$ cat config.mk
export PLATFORM = sky130hd
export DESIGN_NAME = chain_constraint_sweep
export DESIGN_NICKNAME = d
export VERILOG_FILES = /design/src/rtl/chain_constraint_sweep.sv
export SDC_FILE = /design/constraint.sdc
export NUM_CORES = 2
export LEC_CHECK = 0
export BUFFER_PORTS_ARGS = -buffer_cell sky130_fd_sc_hd__buf_2
export CAP_MARGIN = 15
export CELL_PAD_IN_SITES_DETAIL_PLACEMENT = 1
export CELL_PAD_IN_SITES_GLOBAL_PLACEMENT = 1
export CORE_UTILIZATION = 40
export CTS_CLUSTER_DIAMETER = 120
export DETAILED_ROUTE_END_ITERATION = 12
export MAX_ROUTING_LAYER = met4
export PLACE_DENSITY = 0.72
export SYNTH_ARGS = -nofsm -noshare
export SYNTH_HDL_FRONTEND = slang
export SYNTH_SLANG_ARGS = --single-unit
$ cat constraint.sdc
create_clock -name clk -period 5.1 [get_ports clk]
set_clock_uncertainty 0.15 [all_clocks]
set_input_delay 0.765 -clock clk [delete_from_list [all_inputs] [get_ports clk]]
set_output_delay 0.765 -clock clk [all_outputs]
set_load 0.02 [all_outputs]
$ cat src/rtl/chain_constraint_sweep.sv
// Gauss-Seidel sweep sequencer over a chain of 2-D points.
// Owns the position file and feeds up/centre/down neighbours to an external constraint stage.
module chain_constraint_sweep #(
  parameter int N_POINTS = 8,
  parameter int IDX_W    = 3,
  parameter int ITER_W   = 4
) (
  input  logic              clk,
  input  logic              rst_n,
  input  logic              wr_en,
  input  logic [IDX_W-1:0]  wr_idx,
  input  logic [31:0]       wr_x,
  input  logic [31:0]       wr_y,
  input  logic [IDX_W-1:0]  rd_idx,
  output logic [31:0]       rd_x,
  output logic [31:0]       rd_y,
  input  logic              start,
  input  logic [ITER_W-1:0] num_iter,
  output logic              busy,
  output logic              done,
  output logic [31:0]       ec_up_x,
  output logic [31:0]       ec_up_y,
  output logic [31:0]       ec_x,
  output logic [31:0]       ec_y,
  output logic [31:0]       ec_down_x,
  output logic [31:0]       ec_down_y,
  output logic              ec_is_last,
  input  logic [31:0]       ec_x_new,
  input  logic [31:0]       ec_y_new
);

  typedef enum logic [1:0] {
    S_IDLE    = 2'd0,
    S_PRESENT = 2'd1,
    S_CAPTURE = 2'd2,
    S_DONE    = 2'd3
  } state_t;

  localparam logic [IDX_W-1:0]  LAST_IDX  = IDX_W'(N_POINTS - 1);
  localparam logic [IDX_W-1:0]  ONE_IDX   = IDX_W'(1);
  localparam logic [ITER_W-1:0] ONE_ITER  = ITER_W'(1);

  state_t             state_q, state_d;
  logic [IDX_W-1:0]   idx_q, idx_d;
  logic [ITER_W-1:0]  iter_q, iter_d;
  logic [31:0]        pos_x_q [N_POINTS];
  logic [31:0]        pos_y_q [N_POINTS];

  logic [31:0]        rd_x_q, rd_y_q;
  logic [31:0]        ec_up_x_q, ec_up_y_q, ec_x_q, ec_y_q, ec_down_x_q, ec_down_y_q;
  logic               ec_is_last_q;

  logic               load_ec;
  logic               cap_we;
  logic               wr_fire;
  logic               wr_in_range;
  logic               rd_in_range;

  logic [IDX_W-1:0]   up_sel, dn_sel;
  logic [31:0]        up_x_d, up_y_d, c_x_d, c_y_d, dn_x_d, dn_y_d;

  // Next-state and control decode.
  always_comb begin
    state_d = state_q;
    idx_d   = idx_q;
    iter_d  = iter_q;
    load_ec = 1'b0;
    cap_we  = 1'b0;
    busy    = 1'b0;
    done    = 1'b0;
    unique case (state_q)
      S_IDLE: begin
        if (start) begin
          if (num_iter != '0) begin
            iter_d  = num_iter;
            idx_d   = ONE_IDX;
            load_ec = 1'b1;
            state_d = S_PRESENT;
          end else begin
            state_d = S_DONE;
          end
        end
      end
      S_PRESENT: begin
        busy    = 1'b1;
        state_d = S_CAPTURE;
      end
      S_CAPTURE: begin
        busy   = 1'b1;
        cap_we = 1'b1;
        if (idx_q != LAST_IDX) begin
          idx_d   = idx_q + ONE_IDX;
          load_ec = 1'b1;
          state_d = S_PRESENT;
        end else if (iter_q > ONE_ITER) begin
          iter_d  = iter_q - ONE_ITER;
          idx_d   = ONE_IDX;
          load_ec = 1'b1;
          state_d = S_PRESENT;
        end else begin
          iter_d  = '0;
          state_d = S_DONE;
        end
      end
      S_DONE: begin
        done    = 1'b1;
        state_d = S_IDLE;
      end
      default: state_d = S_IDLE;
    endcase
  end

  // The ec registers are loaded on the edge that enters PRESENT, which is also the edge
  // that writes back the previous point; forward that word so the sweep sees fresh data.
  always_comb begin
    up_sel = idx_d - ONE_IDX;
    dn_sel = (idx_d != LAST_IDX) ? (idx_d + ONE_IDX) : idx_d;

    up_x_d = pos_x_q[up_sel];
    up_y_d = pos_y_q[up_sel];
    c_x_d  = pos_x_q[idx_d];
    c_y_d  = pos_y_q[idx_d];
    dn_x_d = pos_x_q[dn_sel];
    dn_y_d = pos_y_q[dn_sel];

    if (cap_we && (up_sel == idx_q)) begin
      up_x_d = ec_x_new;
      up_y_d = ec_y_new;
    end
    if (cap_we && (idx_d == idx_q)) begin
      c_x_d = ec_x_new;
      c_y_d = ec_y_new;
    end
    if (cap_we && (dn_sel == idx_q)) begin
      dn_x_d = ec_x_new;
      dn_y_d = ec_y_new;
    end
  end

  assign wr_fire     = wr_en && ((state_q == S_IDLE) || (state_q == S_DONE));
  assign wr_in_range = (32'(wr_idx) < 32'(N_POINTS));
  assign rd_in_range = (32'(rd_idx) < 32'(N_POINTS));

  always_ff @(posedge clk or negedge rst_n) begin
    if (!rst_n) begin
      state_q <= S_IDLE;
      idx_q   <= ONE_IDX;
      iter_q  <= '0;
    end else begin
      state_q <= state_d;
      idx_q   <= idx_d;
      iter_q  <= iter_d;
    end
  end

  // Position file: sweep write-back and external load never occur in the same state.
  always_ff @(posedge clk or negedge rst_n) begin
    if (!rst_n) begin
      for (int i = 0; i < N_POINTS; i++) begin
        pos_x_q[i] <= '0;
        pos_y_q[i] <= '0;
      end
    end else begin
      if (cap_we) begin
        pos_x_q[idx_q] <= ec_x_new;
        pos_y_q[idx_q] <= ec_y_new;
      end
      if (wr_fire && wr_in_range) begin
        pos_x_q[wr_idx] <= wr_x;
        pos_y_q[wr_idx] <= wr_y;
      end
    end
  end

  always_ff @(posedge clk or negedge rst_n) begin
    if (!rst_n) begin
      rd_x_q <= '0;
      rd_y_q <= '0;
    end else if (rd_in_range) begin
      rd_x_q <= pos_x_q[rd_idx];
      rd_y_q <= pos_y_q[rd_idx];
    end else begin
      rd_x_q <= '0;
      rd_y_q <= '0;
    end
  end

  // Neighbour registers hold between presentations, including through IDLE and DONE.
  always_ff @(posedge clk or negedge rst_n) begin
    if (!rst_n) begin
      ec_up_x_q    <= '0;
      ec_up_y_q    <= '0;
      ec_x_q       <= '0;
      ec_y_q       <= '0;
      ec_down_x_q  <= '0;
      ec_down_y_q  <= '0;
      ec_is_last_q <= 1'b0;
    end else if (load_ec) begin
      ec_up_x_q    <= up_x_d;
      ec_up_y_q    <= up_y_d;
      ec_x_q       <= c_x_d;
      ec_y_q       <= c_y_d;
      ec_down_x_q  <= dn_x_d;
      ec_down_y_q  <= dn_y_d;
      ec_is_last_q <= (idx_d == LAST_IDX);
    end
  end

  assign rd_x       = rd_x_q;
  assign rd_y       = rd_y_q;
  assign ec_up_x    = ec_up_x_q;
  assign ec_up_y    = ec_up_y_q;
  assign ec_x       = ec_x_q;
  assign ec_y       = ec_y_q;
  assign ec_down_x  = ec_down_x_q;
  assign ec_down_y  = ec_down_y_q;
  assign ec_is_last = ec_is_last_q;

endmodule

==> results.toml <==
[global_routing]
grt_max_degree = 129
antenna_found_initial = 25
grt_pass1_vias = 52400
grt-busiest-layer = "met2"
use_met3_pct = 7.23
grt-ovfl-total = 0
grtUsageMet2_pct = 56.8
track_usage_pct = 38.2
met1_usage_pct = 49.0
grt_pass1_wl_um = 364000

[cts]
cts_setup_buffers = 0
cts.clk_slew.worst_paths_ns = 0.06
cts.sinks = 778
cts_hold_buf = 1
htreeDepth = 3
cts_buffers = 95
insertion_delay_ns = 0.73
cts_buffer_depth = 3
cts_tree = "yes"
cts_resized = 0
cts_root_buffer = "clkbuf_16"

[synth]
synth_edf_count = 0
avgSynthCellArea_sq_um = 8.84
ys_seq_area_share_pct = 37.3
synth-seq-cells = 778
syn_nets = 6057
ys_async_sr_fraction_pct = 100
yosysUniqueCellTypes = 68
ys_warn_count = 0
syn_area_sq_mm = 0.0522
synthCells = 5906
synth_top_flop_cell = "dfrtp_1"

[layout]
layout.nets = 6032
area_delta_synth_final_pct = 13.5
layout_common_cells = "nand2_1 (1161), dfrtp_1 (777), mux2i_1 (770)"
multi_input_area_sq_mm = 0.0300
drive_gt1_share_pct = 16.2
stdcell_area_sq_mm = 0.0593
fillers = 14900
seqCellArea_sq_mm = 0.0195
layout_commonest_cell = "nand2_1"

[sta]
finalCritPeriodShare_pct = 93.5
fin_crit_ns = 4.77
rsz0062_at_grt = "false"
timing.slew.headroom_pct = 20.6
worst_pin_slew_ns = 1.19
hold_violations = 0
slew_viol_final = 0
max_freq_mhz = 210
setup_viol = 0
finalSetupTns_ns = 0

[setup_path]
worstPathArrival_ns = 5.27
end_kind = "flop"
crit_path_max_fanout = 17
crit_family = "simple AND/OR/NAND/NOR gates"
critPathMaxStageDelay_ns = 0.63
critPathKind = "reg -> reg"
timing.critical_path.buf_inv = 3
path_cells = "ha_1 > ha_1 > nand2_1 > or3_4 > a31oi_4 > ha_4 > nor3_1 > a31oi_4 > buf_4 > nand3_4 > o22ai_4 > buf_4 > buf_12 > nand2_1 > nand4b_1 > o221a_1"
required_ns = 5.61
slowest_stage = "dfrtp_1"
crit_path_start_kind = "flop"

[drt]
wire_per_inst_um = 32.2
via_per_inst = 6.77
drtIter0Drc = 6014
routed_wirelength_um = 248000
drc = 0
dr.pass1.iters = 6
ant_nets = 0
num_vias = 52300

[run]
max-cap-violations = 0

[placement]
dp_hpwl_um = 145000
placement.io_buffers = 400
placed_area_sq_mm = 0.0560
gp_congestion = 0.905

[pwr]
ir_drop_mv = 1.03
leakage_nw = 25.5
power.density_mw_per_mm2 = 853

[floorplan]
start_util_pct = 40.3
num_rows = 132
core_sq_mm = 0.129
die-area_sq_mm = 0.132
die_x_um = 363
die-height_um = 363
io_pins = 401

[min_path]
hold_path_class = "in -> reg"

[status]
status = "completed"
## synth_stat cells (all sizes together) (72+ instances only)
library cell  number  area share (%)
a21oi            336             3.2
a31oi            130             1.6
and3             126             1.5
buf              146             1.3
clkbuf           538             4.0
dfrtp            777              37
inv               77            0.55
mux2i            771              15
mux4             130             5.6
nand2           1165             8.4
nand3            198             1.9
nand4             72            0.86
nor2             276             2.0
o2111ai          122             2.0
o21ai            327             3.1
## state kept, by name, indices dropped and copies added, names as in the netlist
name	flops
ec_up_x	32
rd_x	32
pos_x_q	256
ec_down_y	32
ec_down_x	32
rd_y	32
iter_q	4
state_q	2
ec_up_y	32
ec_is_last	1
ec_y	32
pos_y_q	256
idx_q	3
ec_x	32
## per-layer routing
metal / vias to the layer above / wire (um) / part of all wire [%]
met2: 3201 / 110000 / 44
met3: 895 / 24200 / 9.7
met1: 26700 / 99300 / 40
met4: 0 / 14700 / 5.9
met5: - / 0 / 0
li1: 21500 / - / -
## logic make-up (layout without fill, tap and decap cells)
family / Yosys count / count (layout) / share of synthesized area [%]
buffers and inverters: 761 / 810 / 5.85
adders and majority gates: 9 / 9 / 0.216
DFF: 778 / 778 / 37.3
AOI/OAI and AO/OA: 1380 / 1380 / 17.8
other: 0 / 19 / 0
muxes: 966 / 966 / 21.8
xor gates and xnor gates: 7 / 7 / 0.117
and+or+nand+nor: 2005 / 2005 / 17.0
## final timing paths
path	startpoint	end	slack [ns]	cells after the start
min	wr_x[22]	pos_x_q[22]	0.21	3
max reg2reg	idx_q[1]	ec_down_x[8]	0.33	16
max	idx_q[1]	ec_down_x[8]	0.33	16
min in group asynchronous	rst_n	rd_y[7]	0.56	2
min reg2reg	ec_up_x[16]	ec_up_x[16]	0.37	2
max in group asynchronous	rst_n	ec_up_y[19]	2.97	3
## tightest hold or removal path, cell delays in order
cell     delay, ns
buf_2         0.15
nand2_1       0.06
o21ai_0       0.06
## report_power, final
part,total [mW],switching [mW],internal (mW)
sequential,14.1,4.69,9.40
combinational,29.2,18.5,10.7
clock,7.24,3.06,4.19
## per-stage QoR
stage	worst slack (ns)	hold slack, ns	util [%]	power (mW)	instances
2_1_floorplan	0.480	0.319	-	30.4	5906
3_3_place_gp	0.621	0.319	43.3	41.4	7525
3_5_place_dp	0.487	0.353	43.3	42.3	7525
4_1_cts	0.444	0.166	45.7	49.6	7697
5_1_grt	0.185	0.217	45.8	52.7	7715
6_report	0.332	0.205	45.8	50.5	7716
## area by class of cell
| type | instances | share of cell area [%] |
|---|---|---|
| tap | 1742 | 3.68 |
| antenna | 19 | 0.0802 |
| clock buffer | 133 | 4.61 |
| multi-input combinational | 4367 | 50.6 |
| clock inverter | 38 | 0.813 |
| inverter | 77 | 0.500 |
| timing repair buffer | 562 | 6.90 |
| sequential | 778 | 32.9 |
Note: power is estimated with default switching activity, not from simulation.
